## src/rtl/vscale_lsu_pkg.sv

```systemverilog
// Shared types and helpers for the vscale load/store unit.
//   lsu_mem_type_t : access type encoding; low two bits are log2(size) for
//                    loads and stores, bit 2 selects zero extension on loads
//   EXC_*          : exception cause codes reported on exc_code
//   lsu_entry_t    : per-access control bits kept while an access is in flight
//   size_mask      : byte-enable pattern for an access size before lane shift
//   align_check    : 1 when the byte offset is not a multiple of the size
package vscale_lsu_pkg;

  typedef enum logic [2:0] {
    LB  = 3'd0,
    LH  = 3'd1,
    LW  = 3'd2,
    LD  = 3'd3,
    LBU = 3'd4,
    LHU = 3'd5,
    LWU = 3'd6
  } lsu_mem_type_t;

  localparam logic [3:0] EXC_LD_MISALIGN = 4'd4;
  localparam logic [3:0] EXC_LD_FAULT    = 4'd5;
  localparam logic [3:0] EXC_ST_MISALIGN = 4'd6;
  localparam logic [3:0] EXC_ST_FAULT    = 4'd7;

  typedef struct packed {
    logic          wen;
    lsu_mem_type_t mtype;
  } lsu_entry_t;

  function automatic logic [7:0] size_mask(input logic [1:0] size);
    case (size)
      2'd0:    return 8'h01;
      2'd1:    return 8'h03;
      2'd2:    return 8'h0f;
      default: return 8'hff;
    endcase
  endfunction

  function automatic logic align_check(input logic [1:0] size, input logic [2:0] off);
    case (size)
      2'd1:    return off[0];
      2'd2:    return |off[1:0];
      2'd3:    return |off;
      default: return 1'b0;
    endcase
  endfunction

endpackage

```

## src/rtl/vscale_lsu_fifo.sv

```systemverilog
// In-order queue of outstanding memory accesses.
//   clk_i, rst_ni          : clock, async active-low reset
//   push_i, push_*_i       : enqueue one access (control bits, byte address, rd tag)
//   pop_i                  : dequeue head (caller guarantees non-empty)
//   flush_i                : mark every stored entry as dropped
//   head_*_o               : head entry contents and its drop flag
//   full_o, empty_o        : occupancy status
module vscale_lsu_fifo
  import vscale_lsu_pkg::*;
#(
  parameter int unsigned DEPTH = 2,
  parameter int unsigned AW    = 32,
  parameter int unsigned RW    = 5
) (
  input  logic          clk_i,
  input  logic          rst_ni,
  input  logic          push_i,
  input  lsu_entry_t    push_entry_i,
  input  logic [AW-1:0] push_addr_i,
  input  logic [RW-1:0] push_rd_i,
  input  logic          pop_i,
  input  logic          flush_i,
  output lsu_entry_t    head_entry_o,
  output logic [AW-1:0] head_addr_o,
  output logic [RW-1:0] head_rd_o,
  output logic          head_drop_o,
  output logic          full_o,
  output logic          empty_o
);

  localparam int unsigned PW = (DEPTH > 1) ? $clog2(DEPTH) : 1;
  localparam int unsigned CW = $clog2(DEPTH + 1);
  localparam logic [PW-1:0] LAST_PTR = PW'(DEPTH - 1);
  localparam logic [CW-1:0] FULL_CNT = CW'(DEPTH);

  lsu_entry_t    entry_q [DEPTH];
  logic [AW-1:0] addr_q  [DEPTH];
  logic [RW-1:0] rd_q    [DEPTH];
  logic [DEPTH-1:0] drop_q, drop_d;
  logic [PW-1:0] wr_ptr_q, wr_ptr_d, rd_ptr_q, rd_ptr_d;
  logic [CW-1:0] count_q, count_d;

  function automatic logic [PW-1:0] ptr_inc(input logic [PW-1:0] p);
    return (p == LAST_PTR) ? '0 : p + 1'b1;
  endfunction

  always_comb begin
    wr_ptr_d = push_i ? ptr_inc(wr_ptr_q) : wr_ptr_q;
    rd_ptr_d = pop_i  ? ptr_inc(rd_ptr_q) : rd_ptr_q;
    count_d  = count_q;
    if (push_i && !pop_i) count_d = count_q + 1'b1;
    if (!push_i && pop_i) count_d = count_q - 1'b1;
    // Flush marks every slot; a slot is un-marked only when reused by a push.
    drop_d = drop_q;
    if (flush_i) drop_d = '1;
    if (push_i)  drop_d[wr_ptr_q] = 1'b0;
  end

  always_ff @(posedge clk_i or negedge rst_ni) begin
    if (!rst_ni) begin
      wr_ptr_q <= '0;
      rd_ptr_q <= '0;
      count_q  <= '0;
      drop_q   <= '0;
    end else begin
      wr_ptr_q <= wr_ptr_d;
      rd_ptr_q <= rd_ptr_d;
      count_q  <= count_d;
      drop_q   <= drop_d;
    end
  end

  always_ff @(posedge clk_i) begin
    if (push_i) begin
      entry_q[wr_ptr_q] <= push_entry_i;
      addr_q[wr_ptr_q]  <= push_addr_i;
      rd_q[wr_ptr_q]    <= push_rd_i;
    end
  end

  assign head_entry_o = entry_q[rd_ptr_q];
  assign head_addr_o  = addr_q[rd_ptr_q];
  assign head_rd_o    = rd_q[rd_ptr_q];
  assign head_drop_o  = drop_q[rd_ptr_q];
  assign full_o       = (count_q == FULL_CNT);
  assign empty_o      = (count_q == '0);

endmodule

```

## src/rtl/vscale_lsu.sv

```systemverilog
// Load/store unit between execute and the data-memory port.
//   req_*       : access request from execute (valid/ready handshake)
//   flush       : drop all in-flight accesses
//   dmem_req_*  : word-aligned memory request with byte strobes and lane-shifted data
//   dmem_resp_* : in-order memory responses, optional access fault
//   resp_*      : registered one-cycle completion with extended load data
//   exc_*       : exception cause and faulting byte address for the completion
//   proto_err   : sticky flag for a response with nothing outstanding
module vscale_lsu
  import vscale_lsu_pkg::*;
#(
  parameter int unsigned XPR_LEN  = 32,
  parameter int unsigned DEPTH    = 2,
  parameter int unsigned RD_WIDTH = 5
) (
  input  logic                   clk,
  input  logic                   reset_n,
  input  logic                   req_valid,
  output logic                   req_ready,
  input  logic                   req_wen,
  input  logic [2:0]             req_type,
  input  logic [XPR_LEN-1:0]     req_addr,
  input  logic [XPR_LEN-1:0]     req_wdata,
  input  logic [RD_WIDTH-1:0]    req_rd,
  input  logic                   flush,
  output logic                   dmem_req_valid,
  input  logic                   dmem_req_ready,
  output logic [XPR_LEN-1:0]     dmem_addr,
  output logic                   dmem_wen,
  output logic [XPR_LEN/8-1:0]   dmem_wstrb,
  output logic [XPR_LEN-1:0]     dmem_wdata,
  input  logic                   dmem_resp_valid,
  input  logic [XPR_LEN-1:0]     dmem_rdata,
  input  logic                   dmem_resp_err,
  output logic                   resp_valid,
  output logic                   resp_wen,
  output logic [RD_WIDTH-1:0]    resp_rd,
  output logic [XPR_LEN-1:0]     resp_data,
  output logic                   exc_valid,
  output logic [3:0]             exc_code,
  output logic [XPR_LEN-1:0]     exc_addr,
  output logic                   proto_err
);

  localparam int unsigned STRB_W = XPR_LEN / 8;
  localparam int unsigned OFF_W  = $clog2(STRB_W);

  lsu_entry_t           head_entry;
  logic [XPR_LEN-1:0]   head_addr;
  logic [RD_WIDTH-1:0]  head_rd;
  logic                 head_drop, fifo_full, fifo_empty;
  logic [1:0]           req_size;
  logic [OFF_W-1:0]     req_off, head_off;
  logic                 req_misaligned, accept_mem, accept_local, resp_hit, resp_stray;
  logic [XPR_LEN-1:0]   ld_shift, ld_ext;

  logic                 resp_valid_q, resp_valid_d, resp_wen_q, resp_wen_d;
  logic [RD_WIDTH-1:0]  resp_rd_q, resp_rd_d;
  logic [XPR_LEN-1:0]   resp_data_q, resp_data_d, exc_addr_q, exc_addr_d;
  logic                 exc_valid_q, exc_valid_d, proto_err_q, proto_err_d;
  logic [3:0]           exc_code_q, exc_code_d;

  assign req_size       = req_type[1:0];
  assign req_off        = req_addr[OFF_W-1:0];
  assign req_misaligned = align_check(req_size, req_addr[2:0]);

  // Misaligned accesses never reach memory, so they wait only for an empty queue.
  assign req_ready      = reset_n && !fifo_full && !flush &&
                          (req_misaligned ? fifo_empty : dmem_req_ready);
  assign dmem_req_valid = reset_n && req_valid && !req_misaligned && !fifo_full && !flush;
  assign accept_mem     = dmem_req_valid && dmem_req_ready;
  assign accept_local   = req_valid && req_ready && req_misaligned;

  assign dmem_addr  = dmem_req_valid ? {req_addr[XPR_LEN-1:OFF_W], {OFF_W{1'b0}}} : '0;
  assign dmem_wen   = dmem_req_valid && req_wen;
  assign dmem_wstrb = dmem_wen ? (STRB_W'(size_mask(req_size)) << req_off) : '0;
  assign dmem_wdata = dmem_wen ? (req_wdata << {req_off, 3'b000}) : '0;

  assign resp_hit   = dmem_resp_valid && !fifo_empty;
  assign resp_stray = dmem_resp_valid && fifo_empty;

  vscale_lsu_fifo #(
    .DEPTH (DEPTH),
    .AW    (XPR_LEN),
    .RW    (RD_WIDTH)
  ) u_fifo (
    .clk_i        (clk),
    .rst_ni       (reset_n),
    .push_i       (accept_mem),
    .push_entry_i ('{wen: req_wen, mtype: lsu_mem_type_t'(req_type)}),
    .push_addr_i  (req_addr),
    .push_rd_i    (req_rd),
    .pop_i        (resp_hit),
    .flush_i      (flush),
    .head_entry_o (head_entry),
    .head_addr_o  (head_addr),
    .head_rd_o    (head_rd),
    .head_drop_o  (head_drop),
    .full_o       (fifo_full),
    .empty_o      (fifo_empty)
  );

  assign head_off = head_addr[OFF_W-1:0];
  assign ld_shift = dmem_rdata >> {head_off, 3'b000};

  always_comb begin
    ld_ext = ld_shift;
    case (head_entry.mtype[1:0])
      2'd0: if (!head_entry.mtype[2]) ld_ext = XPR_LEN'($signed(ld_shift[7:0]));
            else                      ld_ext = XPR_LEN'(ld_shift[7:0]);
      2'd1: if (!head_entry.mtype[2]) ld_ext = XPR_LEN'($signed(ld_shift[15:0]));
            else                      ld_ext = XPR_LEN'(ld_shift[15:0]);
      2'd2: if (!head_entry.mtype[2]) ld_ext = XPR_LEN'($signed(ld_shift[31:0]));
            else                      ld_ext = XPR_LEN'(ld_shift[31:0]);
      default: ld_ext = ld_shift;
    endcase
  end

  always_comb begin
    resp_valid_d = 1'b0;
    resp_wen_d   = 1'b0;
    resp_rd_d    = '0;
    resp_data_d  = '0;
    exc_valid_d  = 1'b0;
    exc_code_d   = '0;
    exc_addr_d   = '0;
    proto_err_d  = proto_err_q | resp_stray;
    if (accept_local) begin
      resp_valid_d = 1'b1;
      resp_wen_d   = req_wen;
      resp_rd_d    = req_wen ? '0 : req_rd;
      exc_valid_d  = 1'b1;
      exc_code_d   = req_wen ? EXC_ST_MISALIGN : EXC_LD_MISALIGN;
      exc_addr_d   = req_addr;
    // A response arriving in the flush cycle belongs to a flushed entry as well.
    end else if (resp_hit && !head_drop && !flush) begin
      resp_valid_d = 1'b1;
      resp_wen_d   = head_entry.wen;
      resp_rd_d    = head_entry.wen ? '0 : head_rd;
      if (dmem_resp_err) begin
        exc_valid_d = 1'b1;
        exc_code_d  = head_entry.wen ? EXC_ST_FAULT : EXC_LD_FAULT;
        exc_addr_d  = head_addr;
      end else if (!head_entry.wen) begin
        resp_data_d = ld_ext;
      end
    end
  end

  always_ff @(posedge clk or negedge reset_n) begin
    if (!reset_n) begin
      resp_valid_q <= 1'b0;
      resp_wen_q   <= 1'b0;
      resp_rd_q    <= '0;
      resp_data_q  <= '0;
      exc_valid_q  <= 1'b0;
      exc_code_q   <= '0;
      exc_addr_q   <= '0;
      proto_err_q  <= 1'b0;
    end else begin
      resp_valid_q <= resp_valid_d;
      resp_wen_q   <= resp_wen_d;
      resp_rd_q    <= resp_rd_d;
      resp_data_q  <= resp_data_d;
      exc_valid_q  <= exc_valid_d;
      exc_code_q   <= exc_code_d;
      exc_addr_q   <= exc_addr_d;
      proto_err_q  <= proto_err_d;
    end
  end

  assign resp_valid = resp_valid_q;
  assign resp_wen   = resp_wen_q;
  assign resp_rd    = resp_rd_q;
  assign resp_data  = resp_data_q;
  assign exc_valid  = exc_valid_q;
  assign exc_code   = exc_code_q;
  assign exc_addr   = exc_addr_q;
  assign proto_err  = proto_err_q;

endmodule

```

## config.mk

```make
export PLATFORM = sky130hd
export DESIGN_NAME = vscale_lsu
export DESIGN_NICKNAME = d
export VERILOG_FILES = /design/src/rtl/vscale_lsu_pkg.sv /design/src/rtl/vscale_lsu_fifo.sv /design/src/rtl/vscale_lsu.sv
export SDC_FILE = /design/constraint.sdc
export NUM_CORES = 1
export LEC_CHECK = 0
export CAP_MARGIN = 20
export CORE_AREA = 2 2 130 132
export DETAILED_ROUTE_END_ITERATION = 8
export DIE_AREA = 0 0 132 134
export GPL_ROUTABILITY_DRIVEN = 0
export HOLD_SLACK_MARGIN = 0.05
export PLACE_DENSITY_LB_ADDON = 0.1
export SYNTH_ARGS = -nofsm -noshare
export SYNTH_HDL_FRONTEND = slang
export SYNTH_HIERARCHICAL = 1
export SYNTH_SLANG_ARGS = --single-unit
```

## constraint.sdc

```tcl
create_clock -name clk -period 4.2 [get_ports clk]
set_input_delay 0.42 -clock clk [delete_from_list [all_inputs] [get_ports clk]]
set_output_delay 0.42 -clock clk [all_outputs]
set_load 0.05 [all_outputs]
```

==> results.cfg <==
[layout]
num-nets-final = 911
postLayoutCoreUtil = 0.689
antenna_cells = 0
mostFrequentLayoutCell = clkdlybuf4s50_1
final_layout_size_suffix_gt1_frac = 0.203
final_cell_mix = clkdlybuf4s50_1, edfxtp_1, dfrtp_1, buf_12, mux2_4
area.growth.synth_to_final_pct = 51.3

[route]
drt_pre_antenna_iters = 5
wl_per_cell_um = 19.2
drt_iter0_markers = 305
vias_per_cell = 5.23
num_vias = 5397
drtAntennaViolNets = 0
wirelength_um = 19800
remaining_drc_errors = 0

[logic_synthesis]
syn_area_um2 = 7420
synth_cells = 557
async_flop_share = 0.497
syn_area_per_cell_um2 = 13.3
ys_seq_area_frac = 0.605
ys_types = 42
ys_warn_count = 6
ys_ff_latch = 163
ys.flop_type = edfxtp_1
yosys.area.top_type = edfxtp_1
yosys.area.top_type_share = 0.332
synth.area.top_cells = edfxtp_1, dfrtp_1, mux2_4, a22o_1, mux2i_1
synth_edf_count = 82

[setup_path]
path_max_fanout = 29
worstSetupPathType = in2out
critPathRequiredTime_ns = 3.78
worstSetupStartpointType = primary input
cp-end-kind = output port
cp.arrival_ns = 3.05

[sta]
setup_violations = 0
finalSetupTns_ns = 0
relSlewSlack = 0.356
finalCritPeriodShare = 0.826
tightest_slew_ns = 0.964
hold_violations = 0
fin_skew_ns = 0.00934
fmax_mhz = 288
period_minus_slack_ns = 3.47
rsz0062_at_grt = false
final-max-slew-violation-count = 0

[run_status]
outcome = finished, final reports clean

[floorplanning]
die_y_um = 134
core_area_um2 = 16300
die_w_um = 132
die_area_um2 = 17700
ios = 260
start_util = 0.455
rows = 47

[clock_tree]
clkLatencyLatePin_ns = 0.43
clk_pin_slew_ns = 0.06
cts_root_buf = clkbuf_16
clkSinkCount = 163
cts_resized = 0
cts_buffers = 17
cts_hold_buf = 0
post-cts-setup-buffer-count = 0
cts_tree = yes
clk_path_buf_depth = 2
htreeDepth = 4

[flow_run]
drv_cap = 0

[global_routing]
antenna_found_initial = 0
grt_remaining_overflow = 0
grtUsageTotal = 0.228
grt_max_degree = 45
grt_pass1_wl_um = 31000
grt_pass1_vias = 5594

[power]
p_per_area_nw_per_um2 = 384
p_leak_nw = 4.60
power_w = 0.00431
irDropWorstVdd_uv = 401

[placed_design]
io_buffer_count = 256
dp_hpwl_um = 13900

[worst_hold_path]
hold_path_class = in2async
[worst paths after layout]
path / from / to / slack, ns / depth (start not counted)
min in group clk: proto_err / proto_err / 0.45 / 1
max in group asynchronous: reset_n / resp_data[25] / 3.13 / 3
worst min register to register: proto_err / proto_err / 0.45 / 1
worst max-delay path: req_type[1] / dmem_wdata[4] / 0.73 / 7
worst min-delay path: reset_n / resp_valid / 0.13 / 2
worst max register to register: u_fifo/rd_ptr_q / resp_data[21] / 1.13 / 5
[cell usage after synthesis (all sizes together), types with 3 or more instances]
| library cell | instances |
|---|---|
| buf | 22 |
| or2 | 3 |
| o21ai | 17 |
| nor3 | 13 |
| nor2b | 19 |
| and3 | 9 |
| edfxtp | 82 |
| inv | 6 |
| a22o | 38 |
| dfrtp | 81 |
| mux2i | 33 |
| a21oi | 18 |
| xor2 | 3 |
| clkbuf | 23 |
| and2 | 39 |
| mux2 | 45 |
| nor2 | 36 |
| nand2 | 17 |
| a211oi | 33 |
[stage by stage]
stage | instances | cell area, um^2 | setup slack (ns) | hold WS [ns]
CTS | 1031 | 11200 | 0.729 | 0.126
detailed placement | 999 | 10600 | 0.748 | 0.444
floorplan | 559 | 7420 | 0.638 | 0.124
global placement | 999 | 10600 | 0.838 | 0.446
finish | 1031 | 11200 | 0.731 | 0.129
global route | 1031 | 11200 | 0.522 | 0.147
[worst max-delay path, stage by stage]
cell and delay, ns:
clkdlybuf4s50_1 0.60, o21a_1 0.31, a211oi_4 0.22, nand2_1 0.58
inv_1 0.48, and3_1 0.27, buf_12 0.15
[cell type report]
| cell class | count | area (um^2) |
|---|---|---|
| tap | 220 | 275 |
| multi-input combinational | 345 | 2680 |
| timing repair buffer | 265 | 3170 |
| sequential | 163 | 4490 |
| clock inverter | 14 | 153 |
| fill | 1152 | 5070 |
| clock buffer | 18 | 429 |
| inverter | 6 | 22.5 |
[state kept, by name, indices dropped and copies added, names as in the netlist]
signal           cells
u_fifo/rd_ptr_q      1
exc_addr            32
resp_data           32
u_fifo/drop_q        2
u_fifo/wr_ptr_q      1
proto_err            1
resp_valid           1
u_fifo/addr_q       64
u_fifo/rd_q         10
exc_code             3
u_fifo/count_q       2
resp_wen             1
u_fifo/entry_q       8
resp_rd              5
[per-layer routing]
| layer | track usage | share of wire | vias up |
|---|---|---|---|
| met4 | 0.0918 | 0.027 | 0 |
| met1 | 0.287 | 0.41 | 2640 |
| met2 | 0.379 | 0.51 | 192 |
| met3 | 0.0586 | 0.051 | 34 |
| li1 | - | - | 2531 |
| met5 | 0 | 0 | - |
[report_power, final]
part / switching, W / internal, W / total [W]
clock network: 0.000643 / 0.000883 / 0.00153
logic: 0.000495 / 0.000499 / 0.000994
registers: 0.0000609 / 0.00173 / 0.00179
[cell families (layout without fill, tap and decap cells)]
group	after synthesis	after routing	synth area share
other	1	3	0.000506
flip-flops	163	163	0.605
AND/OR/NAND/NOR	144	144	0.103
buffers and inverters	51	303	0.0391
multiplexers	78	78	0.133
XOR/XNOR	5	5	0.00591
adder cells (fa/ha/maj)	1	1	0.00169
AO/OA/AOI/OAI	114	114	0.112
Note: power is estimated with default switching activity, not from simulation.
